File: src/rtl/seq_multiplier_nxn.sv
// seq_multiplier_nxn: iterative WIDTHxWIDTH multiplier, DIGIT multiplier bits per cycle, signed/unsigned.
// Define SEG_STATE_EN to add a registered seven-segment display of the FSM state.
module seq_multiplier_nxn #(
  parameter int WIDTH = 8,
  parameter int DIGIT = 2
) (
  input  logic               clk,
  input  logic               reset_a,
  input  logic               start,
  input  logic               signed_mode,
  input  logic [WIDTH-1:0]   dataa,
  input  logic [WIDTH-1:0]   datab,
  output logic               busy,
  output logic               done_flag,
  output logic [2*WIDTH-1:0] product
`ifdef SEG_STATE_EN
  ,
  output logic               seg_a,
  output logic               seg_b,
  output logic               seg_c,
  output logic               seg_d,
  output logic               seg_e,
  output logic               seg_f,
  output logic               seg_g
`endif
);
  localparam int N  = WIDTH / DIGIT;
  localparam int CW = $clog2(N + 1);
  typedef enum logic [1:0] {IDLE, CALC, DONE} state_t;
  state_t             state, state_nxt;
  logic [2*WIDTH-1:0] sh_a, acc, part;
  logic [WIDTH-1:0]   sh_b, mag_a, mag_b;
  logic [CW-1:0]      count;
  logic               neg, last;
  assign mag_a = (signed_mode && dataa[WIDTH-1]) ? -dataa : dataa;
  assign mag_b = (signed_mode && datab[WIDTH-1]) ? -datab : datab;
  // multiplicand pre-shifted and multiplier consumed from the bottom, so each digit's weight is implicit
  assign part  = sh_a * {{(2*WIDTH-DIGIT){1'b0}}, sh_b[DIGIT-1:0]};
  assign last  = state == CALC && count == CW'(N);
  assign busy  = state != IDLE;
  always_comb
    state_nxt = state == IDLE ? (start ? CALC : IDLE) :
                state == CALC ? (last ? DONE : CALC) : IDLE;
  always_ff @(posedge clk)
    state <= !reset_a ? IDLE : state_nxt;
  always_ff @(posedge clk) begin
    if (!reset_a) begin
      sh_a      <= '0;
      sh_b      <= '0;
      acc       <= '0;
      count     <= '0;
      neg       <= 1'b0;
      product   <= '0;
      done_flag <= 1'b0;
    end else begin
      done_flag <= last;
      if (state == IDLE && start) begin
        sh_a  <= {{WIDTH{1'b0}}, mag_a};
        sh_b  <= mag_b;
        neg   <= signed_mode & (dataa[WIDTH-1] ^ datab[WIDTH-1]);
        acc   <= '0;
        count <= '0;
      end
      if (state == CALC && !last) begin
        acc   <= acc + part;
        sh_a  <= sh_a << DIGIT;
        sh_b  <= sh_b >> DIGIT;
        count <= count + CW'(1);
      end
      if (last)
        product <= neg ? -acc : acc;
    end
  end
`ifdef SEG_STATE_EN
  logic [6:0] seg;
  always_ff @(posedge clk)
    seg <= !reset_a             ? 7'b1111110 :
           state_nxt == CALC    ? 7'b0110000 :
           state_nxt == DONE    ? 7'b1101101 : 7'b1111110;
  assign {seg_a, seg_b, seg_c, seg_d, seg_e, seg_f, seg_g} = seg;
`endif
endmodule

File: config.mk
export PLATFORM = sky130hd
export DESIGN_NAME = seq_multiplier_nxn
export DESIGN_NICKNAME = d
export VERILOG_FILES = /design/src/rtl/seq_multiplier_nxn.sv
export SDC_FILE = /design/constraint.sdc
export NUM_CORES = 1
export LEC_CHECK = 0
export BUFFER_PORTS_ARGS = -buffer_cell sky130_fd_sc_hd__buf_2
export CAP_MARGIN = 20
export CORE_ASPECT_RATIO = 1.4
export CORE_MARGIN = 2
export CORE_UTILIZATION = 43
export DETAILED_ROUTE_END_ITERATION = 6
export GPL_TIMING_DRIVEN = 0
export SLEW_MARGIN = 30
export SYNTH_ARGS = -nofsm -noshare
export SYNTH_HDL_FRONTEND = slang
export SYNTH_SLANG_ARGS = --single-unit
File: constraint.sdc
create_clock -name clk -period 6.87 [get_ports clk]
set_clock_uncertainty 0.05 [all_clocks]
set_input_delay 0.3435 -clock clk [delete_from_list [all_inputs] [get_ports clk]]
set_output_delay 0.3435 -clock clk [all_outputs]
set_load 0.03 [all_outputs]
# After elaboration in Yosys (flattened, before gate mapping)
# Index checks and enable logic that the tools add are counted.
# op_classes
n_addsub	5
n_mul	1
n_div	0
magnitude_cmp	0
eq_ne	2
shifts	0
muxes	15
n_bitwise	3
reduce_logical	10
# ops
op	n
2-to-1 mux 16 bit	5
adder 16 bit	1
multiplier 16 x 2 -> 16 bit	1
2-to-1 mux 8 bit	2
negation 16 bit	1
negation 8 bit	2
2-to-1 mux 6 bit	2
2-to-1 mux 2 bit	3
2-to-1 mux 3 bit	2
logical AND 1 bit	5
nonzero test 2 bit	2
adder 3 x 1 -> 3 bit, second input constant	1
== test 3 bit, second input constant	1
== test 2 x 1 -> 1 bit, second input constant	1
logical NOT 2 bit	1
OR reduction 2 bit	1
AND 1 bit	1
logical NOT 1 bit	1
2-to-1 mux 1 bit	1
inverter 1 bit	1
bitwise XOR 1 bit	1
# word_totals
ff_bits	63
latch_bits	0
ram_bits	0
romBits	0
input_bits	20
out_inout_bits	18
elab_cells	46
n_memories	0

# Longest topological paths before layout
# depth
ltp_word	5
mapped_depth	12
ltp_nobuf	11

# Worst setup path before layout
# No wires, ideal clock.
# synth_path
path_kind	register to register
start	reg sh_b[1]
end	reg acc[14]
setup_ns	0.119
arrival_time_ns	2.835
required_time_ns	6.701
slack_ns	3.866
path_stages_with_launch	13
n_path_buf	2
period_less_slack_ns	3.004
path_cell_list	dfxtp_1 clkbuf_1 clkbuf_1 nand2_1 fa_1 inv_1 ha_1 a21oi_1 o21ai_0 a311o_1 a211oi_1 xor2_1 o21ai_1
# synth_via
elab_chain_cells	3
# synth_rtl
element	line_no	text
start: declaration	32	logic [WIDTH-1:0] sh_b, mag_a, mag_b;
start signal: assignment	59	sh_b <= mag_b;
start signal: assignment	67	sh_b <= sh_b >> DIGIT;
multiplier 16 x 2 -> 16 bit	38	assign part = sh_a * {{(2*WIDTH-DIGIT){1'b0}}, sh_b[DIGIT-1:0]};
adder 16 bit	65	acc <= acc + part;
2-to-1 mux 16 bit	64	if (state == CALC && !last) begin
end signal: assignment	65	
end: declaration	31	logic [2*WIDTH-1:0] sh_a, acc, part;
# Every way passes these cells.
# A chain may end at the register's enable or synchronous reset.

# Worst setup path after layout
# Same ends and word-level chain as after synthesis.

==> results.toml <==
[logic_synthesis]
synth.area.top_cells = "dfxtp_1, nand2_1, fa_1"
syn_nets = 562
async_reset_ff_frac = 0
synthDistinctLibCells = 42
yosys.area.top_type_share = 0.304
synth_enable_flop_cells = 0
ys_ff_latch = 63
ys_seq_area_frac = 0.304
ys.flop_type = "dfxtp_1"
syn_area_um2 = 4150
postSynthAreaPerCell_um2 = 8.19
netlist_instances = 507
yosysTopAreaCell = "dfxtp_1"
ys_warn_count = 0

[sta]
whs_ns = 0.239
rsz0062_at_grt = "false"
setup_violations = 0
timing.setup.tns_ns = 0
worst_pin_slew_ns = 0.705
max_slew_margin = 0.529
hold_viol = 0
period_needed_ns = 3.56
drv_slew = 0
period_share = 0.518
max_freq_ghz = 0.281

[worst_setup_path]
crit_path_top_delay_cell = "fa_1"
crit_chain = "clkbuf_1 > clkbuf_1 > nand2_1 > fa_1 > inv_1 > ha_1 > a21oi_1 > o21ai_0 > a311o_1 > a211oi_1 > xor2_1 > o21ai_1"
crit_required_ns = 7.04
crit_fanout = 10
endpoint_kind = "flip-flop"
crit_start = "sh_b[1]"
r2r_start = "sh_b[1]"
slowest_delay_ns = 0.52
crit_top_cell = "clkbuf_1"
cp.arrival_ns = 3.73
criticalPathCategory = "reg2reg"
cp-start-kind = "flip-flop"
r2r_slack_ns = 3.31

[routing]
wl_um = 10800
drtIter0Drc = 163
drtAntennaViolNets = 0
via_per_inst = 5.43
via_count = 3632
drt_first_pass_iters = 5
wire_per_inst_um = 16.1
drc = 0

[clocking]
cts_root_buf = "clkbuf_16"
cts_tree = "done"
cts-resized-gates = 0
cts_max_level = 3
clk_pin_slew_worst_paths_ns = 0.05
numCtsBuffers = 9
clockBufferDepth = 2
post-cts-setup-buffers = 0
clk_latency_ns = 0.34
cts_num_sinks = 63
hold_buffers = 0

[flow_run]
cap_viol_max_count = 0

[power]
leakage_uw = 0.00220
ir_drop_v = 0.000118
p_per_area_nw_per_um2 = 197
design_power_total_uw = 938

[grt]
grt_first_pass_wirelength_um = 17800
grt_pass1_vias = 3654
grt.total_usage = 0.223
grt_max_degree = 12
grt-ovfl-total = 0
antenna_found_initial = 0

[hold_path]
hold_start = "dataa[0]"
hold_class = "in2reg"

[layout]
final_cell_area_um2 = 4770
layout-drive-gt1-share = 0.106
final_util = 0.507
area_growth_pct = 14.9
fillers = 921
nNetsFinal = 609
diodes = 0

[run_status]
status = "finished clean"

[place]
place.gp.congestion = 0.819
dp_hpwl_um = 8550
place_area_um2 = 4470
io_buffer_count = 36

[die]
die_h_um = 120
io_pins = 38
core_area_um2 = 9410
die_area_um2 = 10500
num_rows = 42
initial_core_util = 0.442
die_w_um = 87.1
-- layer usage --
metal  part of all wire  wire [µm]  global-route usage
met1               0.39       4230               0.252
met3              0.027        287              0.0287
met4              0.027        292              0.0977
met2               0.55       5980               0.407
met5                  0          0                   0
-- worst max-delay path: cells and delay by family (launching register included) --
kind	cells	cell delay, ns
AO/OA/AOI/OAI	5	1.04
adder cells (fa/ha/maj)	2	0.91
buffers and inverters	3	0.75
flip-flops	1	0.30
XOR/XNOR	1	0.24
AND/OR/NAND/NOR	1	0.14
-- final cells by class --
cell class,instances,area [µm²],area share
well taps,110,138,0.0288
inverters,54,203,0.0425
clock inverters,5,57.6,0.0121
plain buffers,23,90.1,0.0189
clock buffers,11,243,0.0509
multi-input cells,367,2600,0.545
flip-flops and latches,63,1260,0.264
repair buffers,36,180,0.0378
-- flip-flops by register name, indices dropped and copies added, names as in the netlist --
signal / cells
acc: 16
count: 3
done_flag: 1
neg: 1
product: 16
sh_a: 16
sh_b: 8
state: 2
-- cell families after synthesis --
group | count (synthesis) | share of synthesized area
buffers and inverters | 77 | 0.0705
flip-flops | 63 | 0.304
adder cells (fa/ha/maj) | 35 | 0.133
AO/OA/AOI/OAI | 128 | 0.217
multiplexers | 2 | 0.00482
AND/OR/NAND/NOR | 164 | 0.191
XOR/XNOR | 38 | 0.0801
-- worst paths after layout --
check	end	cells past startpoint
worst max-delay path	acc[14]	12
worst min-delay path	sh_a[0]	3
worst max register to register	acc[14]	12
worst min register to register	sh_b[7]	2
-- Yosys cell counts (all sizes together), types with 3 or more instances --
cell / instances
nand2: 81
dfxtp: 63
inv: 54
a22oi: 27
nor2b: 23
a21oi: 22
xnor2: 22
clkbuf: 21
o21ai: 21
ha: 20
nor2: 19
nand3: 17
xor2: 16
fa: 15
o211a: 15
a21boi: 13
and2: 9
o31ai: 9
a211oi: 6
nor3: 6
a31oi: 4
nand2b: 3
o21a: 3
-- where the power goes --
part | switching [µW] | internal [µW]
Sequential | 8.90 | 375
Combinational | 63.8 | 33.1
Clock | 168 | 290
Total | 240 | 698
-- stage by stage --
step | cells | worst slack [ns]
floorplan | 507 | 3.87
global placement | 653 | 3.33
finish | 669 | 3.31
CTS | 669 | 3.28
global route | 669 | 3.00
detailed placement | 653 | 3.30
-- cells in the final DEF (no fill, tap or decap), drive strengths merged, types with 15 or more instances in the layout --
| cell | instances |
|---|---|
| a21oi | 22 |
| a22oi | 27 |
| buf | 38 |
| clkbuf | 32 |
| dfxtp | 63 |
| fa | 15 |
| ha | 20 |
| inv | 54 |
| nand2 | 81 |
| nand3 | 17 |
| nor2 | 19 |
| nor2b | 23 |
| o211a | 15 |
| o21ai | 21 |
| xnor2 | 22 |
| xor2 | 16 |
No activity file was read; power rests on OpenSTA's default activity.
